--- src/rtl/seg_scan_display_ctrl_if.sv ---
// Bundle of control, value and display signals between the vehicle-state datapath and the
// multiplexed 7-segment driver.
interface seg_scan_display_ctrl_if #(
    parameter int NUM_DIGITS = 8,
    parameter int VAL_W      = 14
);
    logic                  tick_scan;
    logic                  tick_blink;
    // upd is a one-cycle request, taken only while busy=0; a request seen while busy=1 is
    // discarded (there is no backpressure, the requester must watch busy).
    logic                  upd;
    logic [VAL_W-1:0]      val_a;
    logic [VAL_W-1:0]      val_b;
    logic                  hex_mode;
    logic                  lzb_en;
    logic [1:0]            blink_mask;
    logic [2:0]            bright;
    logic [NUM_DIGITS-1:0] dp_mask;
    logic                  busy;
    logic [7:0]            seg_data;
    logic [NUM_DIGITS-1:0] seg_com;
    logic [1:0]            fsm_state;

    modport master (
        output tick_scan, tick_blink, upd, val_a, val_b, hex_mode,
               lzb_en, blink_mask, bright, dp_mask,
        input  busy, seg_data, seg_com, fsm_state
    );

    modport slave (
        input  tick_scan, tick_blink, upd, val_a, val_b, hex_mode,
               lzb_en, blink_mask, bright, dp_mask,
        output busy, seg_data, seg_com, fsm_state
    );
endinterface

--- src/rtl/seg_scan_display_ctrl.sv ---
// N-digit multiplexed 7-segment driver: two fields converted by a sequential double-dabble,
// with leading-zero blanking, overflow dashes, blink, PWM brightness and decimal points.
module seg_scan_display_ctrl #(
    parameter int NUM_DIGITS     = 8,
    parameter int VAL_W          = 14,
    parameter int COM_ACTIVE_LOW = 1
) (
    input logic clk,
    input logic rst,
    seg_scan_display_ctrl_if.slave bus
);
    localparam int FD = NUM_DIGITS / 2;
    localparam int BW = 4 * FD;
    localparam int SW = $clog2(NUM_DIGITS);
    localparam int CW = $clog2(VAL_W + 1);
    localparam logic [NUM_DIGITS-1:0] COM_OFF = {NUM_DIGITS{COM_ACTIVE_LOW != 0}};

    function automatic logic [63:0] pow10(input int n);
        logic [63:0] r;
        r = 64'd1;
        for (int i = 0; i < n; i++) r = r * 64'd10;
        return r;
    endfunction

    localparam logic [63:0] DEC_LIMIT = pow10(FD);
    localparam logic [63:0] HEX_LIMIT = 64'd1 << BW;

    function automatic logic [BW-1:0] dabble(input logic [BW-1:0] bcd, input logic bit_in);
        logic [BW-1:0] r;
        r = bcd;
        for (int i = 0; i < FD; i++)
            if (r[4*i +: 4] >= 4'd5) r[4*i +: 4] = r[4*i +: 4] + 4'd3;
        return {r[BW-2:0], bit_in};
    endfunction

    function automatic logic [BW-1:0] fit(input logic [VAL_W-1:0] v);
        logic [63:0] w;
        w = 64'(v);
        return w[BW-1:0];
    endfunction

    function automatic logic over(input logic [VAL_W-1:0] v, input logic hex);
        logic [63:0] w;
        w = 64'(v);
        return hex ? (w >= HEX_LIMIT) : (w >= DEC_LIMIT);
    endfunction

    function automatic logic [6:0] seg7(input logic [3:0] n);
        case (n)
            4'h0: seg7 = 7'h3F; 4'h1: seg7 = 7'h06; 4'h2: seg7 = 7'h5B; 4'h3: seg7 = 7'h4F;
            4'h4: seg7 = 7'h66; 4'h5: seg7 = 7'h6D; 4'h6: seg7 = 7'h7D; 4'h7: seg7 = 7'h07;
            4'h8: seg7 = 7'h7F; 4'h9: seg7 = 7'h6F; 4'hA: seg7 = 7'h77; 4'hB: seg7 = 7'h7C;
            4'hC: seg7 = 7'h39; 4'hD: seg7 = 7'h5E; 4'hE: seg7 = 7'h79; default: seg7 = 7'h71;
        endcase
    endfunction

    typedef enum logic [1:0] {IDLE = 2'd0, SHIFT = 2'd1, COMMIT = 2'd2} state_t;
    state_t state, state_next;

    logic [CW-1:0]    cnt;
    logic [VAL_W-1:0] bin_a, bin_b, raw_a, raw_b;
    logic [BW-1:0]    bcd_a, bcd_b, bcd_a_next, bcd_b_next;
    logic             hex_q;
    logic [BW-1:0]    disp_a, disp_b;
    logic             ovf_a, ovf_b;
    logic [SW-1:0]    scan_idx;
    logic [2:0]       pwm_cnt;
    logic             blink_phase;
    logic [7:0]       seg_q, seg_next;
    logic [NUM_DIGITS-1:0] com_q, com_next;

    always_ff @(posedge clk or negedge rst) begin
        if (!rst) state <= IDLE;
        else      state <= state_next;
    end

    always_comb begin
        state_next = state;
        case (state)
            IDLE:    if (bus.upd) state_next = SHIFT;
            SHIFT:   if (cnt == CW'(VAL_W - 1)) state_next = COMMIT;
            COMMIT:  state_next = IDLE;
            default: state_next = IDLE;
        endcase
    end

    always_comb begin
        bcd_a_next = dabble(bcd_a, bin_a[VAL_W-1]);
        bcd_b_next = dabble(bcd_b, bin_b[VAL_W-1]);
    end

    // The display registers load on the last shift, so the output stage can
    // register the new digits during COMMIT.
    always_ff @(posedge clk or negedge rst) begin
        if (!rst) begin
            cnt <= '0; bin_a <= '0; bin_b <= '0; raw_a <= '0; raw_b <= '0;
            bcd_a <= '0; bcd_b <= '0; hex_q <= 1'b0;
            disp_a <= '0; disp_b <= '0; ovf_a <= 1'b0; ovf_b <= 1'b0;
        end else begin
            case (state)
                IDLE: if (bus.upd) begin
                    bin_a <= bus.val_a; bin_b <= bus.val_b;
                    raw_a <= bus.val_a; raw_b <= bus.val_b;
                    hex_q <= bus.hex_mode;
                    bcd_a <= '0; bcd_b <= '0; cnt <= '0;
                end
                SHIFT: begin
                    bin_a <= bin_a << 1; bin_b <= bin_b << 1;
                    bcd_a <= bcd_a_next; bcd_b <= bcd_b_next;
                    cnt   <= cnt + 1'b1;
                    if (state_next == COMMIT) begin
                        disp_a <= hex_q ? fit(raw_a) : bcd_a_next;
                        disp_b <= hex_q ? fit(raw_b) : bcd_b_next;
                        ovf_a  <= over(raw_a, hex_q);
                        ovf_b  <= over(raw_b, hex_q);
                    end
                end
                default: ;
            endcase
        end
    end

    always_ff @(posedge clk or negedge rst) begin
        if (!rst) begin
            scan_idx <= '0; pwm_cnt <= 3'd0; blink_phase <= 1'b0;
        end else begin
            if (bus.tick_scan)
                scan_idx <= (scan_idx == SW'(NUM_DIGITS - 1)) ? '0 : scan_idx + 1'b1;
            pwm_cnt     <= pwm_cnt + 3'd1;
            blink_phase <= blink_phase ^ bus.tick_blink;
        end
    end

    logic            is_a, ovf, blank, upper_nz;
    logic [BW-1:0]   field;
    logic [7:0]      glyph;
    logic [NUM_DIGITS-1:0] sel;
    int              pos;

    always_comb begin
        is_a     = int'(scan_idx) >= FD;
        pos      = is_a ? int'(scan_idx) - FD : int'(scan_idx);
        field    = is_a ? disp_a : disp_b;
        ovf      = is_a ? ovf_a : ovf_b;
        upper_nz = 1'b0;
        for (int j = 0; j < FD; j++)
            if (j >= pos && field[4*j +: 4] != 4'd0) upper_nz = 1'b1;
        blank = (blink_phase && (is_a ? bus.blink_mask[1] : bus.blink_mask[0])) ||
                (bus.lzb_en && !ovf && pos != 0 && !upper_nz);
        glyph = ovf ? 8'h40 : {1'b0, seg7(field[pos*4 +: 4])};
        sel   = '0;
        sel[scan_idx] = 1'b1;
        seg_next = 8'h00;
        com_next = COM_OFF;
        if (pwm_cnt <= bus.bright) begin
            com_next = (COM_ACTIVE_LOW != 0) ? ~sel : sel;
            if (!blank) seg_next = glyph | {bus.dp_mask[scan_idx], 7'b0};
        end
    end

    always_ff @(posedge clk or negedge rst) begin
        if (!rst) begin
            seg_q <= 8'h00;
            com_q <= COM_OFF;
        end else begin
            seg_q <= seg_next;
            com_q <= com_next;
        end
    end

    assign bus.busy      = (state != IDLE);
    assign bus.seg_data  = seg_q;
    assign bus.seg_com   = com_q;
    assign bus.fsm_state = state;
endmodule

--- src/flat_wrapper.sv ---
// flat-port wrapper written by rule: the top's interface ports become plain ports
module seg_scan_display_ctrl_flat 
#(
    parameter int NUM_DIGITS     = 8,
    parameter int VAL_W          = 14,
    parameter int COM_ACTIVE_LOW = 1
)
  (clk, rst, bus_tick_scan, bus_tick_blink, bus_upd, bus_val_a, bus_val_b, bus_hex_mode, bus_lzb_en, bus_blink_mask, bus_bright, bus_dp_mask, bus_busy, bus_seg_data, bus_seg_com, bus_fsm_state);
  seg_scan_display_ctrl_if #(.NUM_DIGITS(NUM_DIGITS), .VAL_W(VAL_W)) bus_i ();
  input logic clk;
  input logic rst;
  input wire logic [$bits(bus_i.tick_scan)-1:0] bus_tick_scan;
  input wire logic [$bits(bus_i.tick_blink)-1:0] bus_tick_blink;
  input wire logic [$bits(bus_i.upd)-1:0] bus_upd;
  input wire logic [$bits(bus_i.val_a)-1:0] bus_val_a;
  input wire logic [$bits(bus_i.val_b)-1:0] bus_val_b;
  input wire logic [$bits(bus_i.hex_mode)-1:0] bus_hex_mode;
  input wire logic [$bits(bus_i.lzb_en)-1:0] bus_lzb_en;
  input wire logic [$bits(bus_i.blink_mask)-1:0] bus_blink_mask;
  input wire logic [$bits(bus_i.bright)-1:0] bus_bright;
  input wire logic [$bits(bus_i.dp_mask)-1:0] bus_dp_mask;
  output wire logic [$bits(bus_i.busy)-1:0] bus_busy;
  output wire logic [$bits(bus_i.seg_data)-1:0] bus_seg_data;
  output wire logic [$bits(bus_i.seg_com)-1:0] bus_seg_com;
  output wire logic [$bits(bus_i.fsm_state)-1:0] bus_fsm_state;
  assign bus_i.tick_scan = bus_tick_scan;
  assign bus_i.tick_blink = bus_tick_blink;
  assign bus_i.upd = bus_upd;
  assign bus_i.val_a = bus_val_a;
  assign bus_i.val_b = bus_val_b;
  assign bus_i.hex_mode = bus_hex_mode;
  assign bus_i.lzb_en = bus_lzb_en;
  assign bus_i.blink_mask = bus_blink_mask;
  assign bus_i.bright = bus_bright;
  assign bus_i.dp_mask = bus_dp_mask;
  assign bus_busy = bus_i.busy;
  assign bus_seg_data = bus_i.seg_data;
  assign bus_seg_com = bus_i.seg_com;
  assign bus_fsm_state = bus_i.fsm_state;
  seg_scan_display_ctrl #(.NUM_DIGITS(NUM_DIGITS), .VAL_W(VAL_W), .COM_ACTIVE_LOW(COM_ACTIVE_LOW)) u_core (.clk(clk), .rst(rst), .bus(bus_i));
endmodule
--- config.mk ---
export PLATFORM = sky130hd
export DESIGN_NAME = seg_scan_display_ctrl_flat
export DESIGN_NICKNAME = d
export VERILOG_FILES = /design/src/rtl/seg_scan_display_ctrl_if.sv /design/src/rtl/seg_scan_display_ctrl.sv /design/src/flat_wrapper.sv
export SDC_FILE = /design/constraint.sdc
export NUM_CORES = 1
export LEC_CHECK = 0
export ABC_AREA = 1
export BUFFER_PORTS_ARGS = -buffer_cell sky130_fd_sc_hd__buf_2
export CORE_ASPECT_RATIO = 0.75
export CORE_MARGIN = 4
export CORE_UTILIZATION = 35
export DETAILED_ROUTE_END_ITERATION = 6
export GPL_ROUTABILITY_DRIVEN = 0
export HOLD_SLACK_MARGIN = 0.02
export PLACE_DENSITY = 0.54
export SYNTH_ARGS = -nofsm -noshare
export SYNTH_HDL_FRONTEND = slang
export SYNTH_SLANG_ARGS = --single-unit
--- constraint.sdc ---
create_clock -name clk -period 4.3 [get_ports clk]
set_clock_uncertainty 0.2 [all_clocks]
set_input_delay 0.43 -clock clk [delete_from_list [all_inputs] [get_ports clk]]
set_output_delay 0.43 -clock clk [all_outputs]
set_load 0.01 [all_outputs]
==> qor.txt <==
outcome: completed
synthesis-stage register bit count: 152
grt ovf: 0
Ys Warns: 0
Worst setup SP type: flop
CP peak stage delay: 760 ps
worst reg-to-reg path cell count: 11
core area: 0.0211 sq mm
GR Util met1: 0.274
max-cap violations: 0
vias in the first global route: 6,052
Post-Syn Area: 0.00748 sq mm
H-tree depth: 4
crit share post-route: 0.693
Clock transition at path regs: 60 ps
Die Area: 0.0238 sq mm
Sum Neg Setup Slack: 0 ps
Root Driver: clkbuf_16
Hold Path Depth: 3
Area Growth Syn to Fin: 16.7%
Hold WC Path Type: in -> reg
die extent in x: 177 um
PortBufs: 66
Global Route met3 Usage: 0.0372
family with the most delay on the worst path: buffers and inverters
DR iter-0 viols: 526
Initial Util: 0.355
Critical Path, Cell by Cell: clkinv_1 > nand3_1 > nand3_1 > nand2_2 > inv_1 > ha_1 > a21oi_1 > nand2_1 > nand2_1 > inv_1 > nor2_1
Routed Antenna Nets: 0
Synth Instances: 915
WL/cell: 15.3 um
unrepaired setup endpoints after global routing: no
drt pass-1 iters: 5
post-synth top area share: 0.482
GRT Total Usage: 0.173
total number of vias: 6,160
die height: 135 um
worst-margin pin slew: 976 ps
mean post-synth cell area: 8.17 sq um
Fillers: 2,164
CTS tree: done
post-DR vias/cell: 4.83
routing usage on met2: 0.243
sequential area share after synthesis: 0.510
CP Max Fanout: 20
Nets: 1,058
Top Ports: 67
DR DRC count: 0
CP max stage cell: dfrtp_1
Slew Viols, Final: 0
Final min period: 2980 ps
post-CTS sizing: 0
WL final: 19.6 mm
TritonCTS buffer count: 17
kind of critical path: reg -> reg
FMAX: 336 MHz
Worst path depth: 11
grt peak-use layer: met1
commonest cells after routing, fill and taps aside: nand2_1, dfrtp_1, inv_1
fin util: 0.414
clk sinks: 152
endpoints failing hold: 0
syn_nets: 996
area of the multi-input gates: 0.00318 sq mm
DP HPWL: 13.6 mm
Clk Latency, worst-skew pair: 430 ps
first-pass GRT wire length: 32.6 mm
Critical Path AT: 3130 ps
antenna cells: 0
largest net degree at the start of global routing: 102
Peak VDD IR: 0.000297 V
Max-slew headroom: 0.350
Final setup viols: 0
commonest non-fill, non-tap cell in the layout: nand2_1
layout cell share with drive strength beyond 1: 0.128
PD cells: 816 mW/mm^2
biggest area consumer among synthesized cells: dfrtp_1
worst-case clock buffer depth: 2
site row count: 46
largest cells by area after synthesis: dfrtp_1, nand2_1, ha_1, nand3_1, a21oi_1
Worst Path Required: 4460 ps
static leakage: 4.41 nW
initial antenna violation count: 0
Critical Path End Type: flop
register area: 0.00381 sq mm
WP buf/inv: 3
Netlist cell types: 30
==> cell usage after synthesis <==
cell        n
nor2_2      1
nand3_2     1
nand2_1   274
buf_2       3
nand3b_1    1
or2_2       3
buf_4       2
inv_1      77
dfrtp_1   144
clkinv_1    3
a31oi_1     2
o21a_1      3
nand3_1    70
inv_2       5
o22ai_1    16
xor2_1     16
dfstp_2     8
nand4_1     8
clkbuf_1   27
buf_1       2
o211ai_1    4
ha_1       33
a21oi_1    68
o21ai_1     2
nand2_2     5
a32oi_1     1
nor2_1     65
buf_6       3
o21ai_0    67
nor2_4      1
==> state kept, by name (all words and copies together), names as in the netlist <==
| name | count |
|---|---|
| u_core.bcd_a | 16 |
| u_core.bcd_b | 16 |
| u_core.disp_a | 16 |
| u_core.disp_b | 16 |
| u_core.bin_a | 14 |
| u_core.bin_b | 14 |
| u_core.raw_a | 14 |
| u_core.raw_b | 14 |
| u_core.bus.seg_com | 8 |
| u_core.bus.seg_data | 8 |
| u_core.cnt | 4 |
| u_core.pwm_cnt | 3 |
| u_core.scan_idx | 3 |
| u_core.bus.fsm_state | 2 |
| u_core.blink_phase | 1 |
| u_core.hex_q | 1 |
| u_core.ovf_a | 1 |
| u_core.ovf_b | 1 |
==> final cells by class <==
cell class / count / share of cell area
multi-input combinational: 641 / 0.364
sequential: 152 / 0.437
clock buffer: 19 / 0.0496
clock inverter: 10 / 0.0171
inverter: 85 / 0.0366
timing repair buffer: 80 / 0.0538
tap: 288 / 0.0413
==> logic make-up (layout without fill, tap and decap cells) <==
logic type               after synthesis  count (layout)  synth area share
AND/OR/NAND/NOR                      429             429             0.235
XOR/XNOR                              16              16            0.0187
buffers and inverters                122             194            0.0658
flip-flops                           152             152             0.510
adder cells (fa/ha/maj)               33              33            0.0552
AO/OA/AOI/OAI                        163             163             0.115
==> per-layer routing <==
metal | share of wire | wire length, um
met1 | 0.54 | 10500
met2 | 0.40 | 7890
met3 | 0.051 | 989
met4 | 0.010 | 199
met5 | 0 | 0
==> power by group <==
| group | internal [mW] | switching (mW) | total [mW] |
|---|---|---|---|
| clock network | 0.910 | 0.609 | 1.52 |
| registers | 2.10 | 0.461 | 2.56 |
| logic | 1.04 | 2.00 | 3.03 |
==> metrics by stage <==
stage / cell area [sq um] / hold WS (ps) / worst slack [ps] / std cells / power [mW]
finish: 8720 / 39.3 / 1320 / 1275 / 7.12
global route: 8720 / 38.7 / 1040 / 1275 / 7.80
CTS: 8720 / 20.0 / 1320 / 1275 / 7.17
detailed placement: 8080 / 248 / 1320 / 1240 / 5.61
global placement: 8080 / 249 / 1440 / 1240 / 5.57
floorplan: 7480 / -65.6 / 2170 / 915 / 4.73
==> worst paths after layout <==
check | startpoint | endpoint | slack (ps)
worst min-delay path | bus_val_b[2] | u_core.raw_b[2] | 40
max in group asynchronous | rst | u_core.raw_b[9] | 2600
worst max register to register | u_core.scan_idx[0] | u_core.bus.seg_data[3] | 1320
worst min register to register | u_core.pwm_cnt[0] | u_core.pwm_cnt[0] | 260
worst max-delay path | u_core.scan_idx[0] | u_core.bus.seg_data[3] | 1320
min in group asynchronous | rst | u_core.bcd_a[14] | 500
==> tightest hold or removal path, stage by stage <==
cell and delay [ps]:
buf_2 80, nand2_1 70, nand2_1 60
==> what timing repair did <==
item,4_1_cts,5_1_grt
hold endpoints to repair,97,0
setup buffers,0,0
hold buffers,6,0
(Power assumes the default switching activity.)
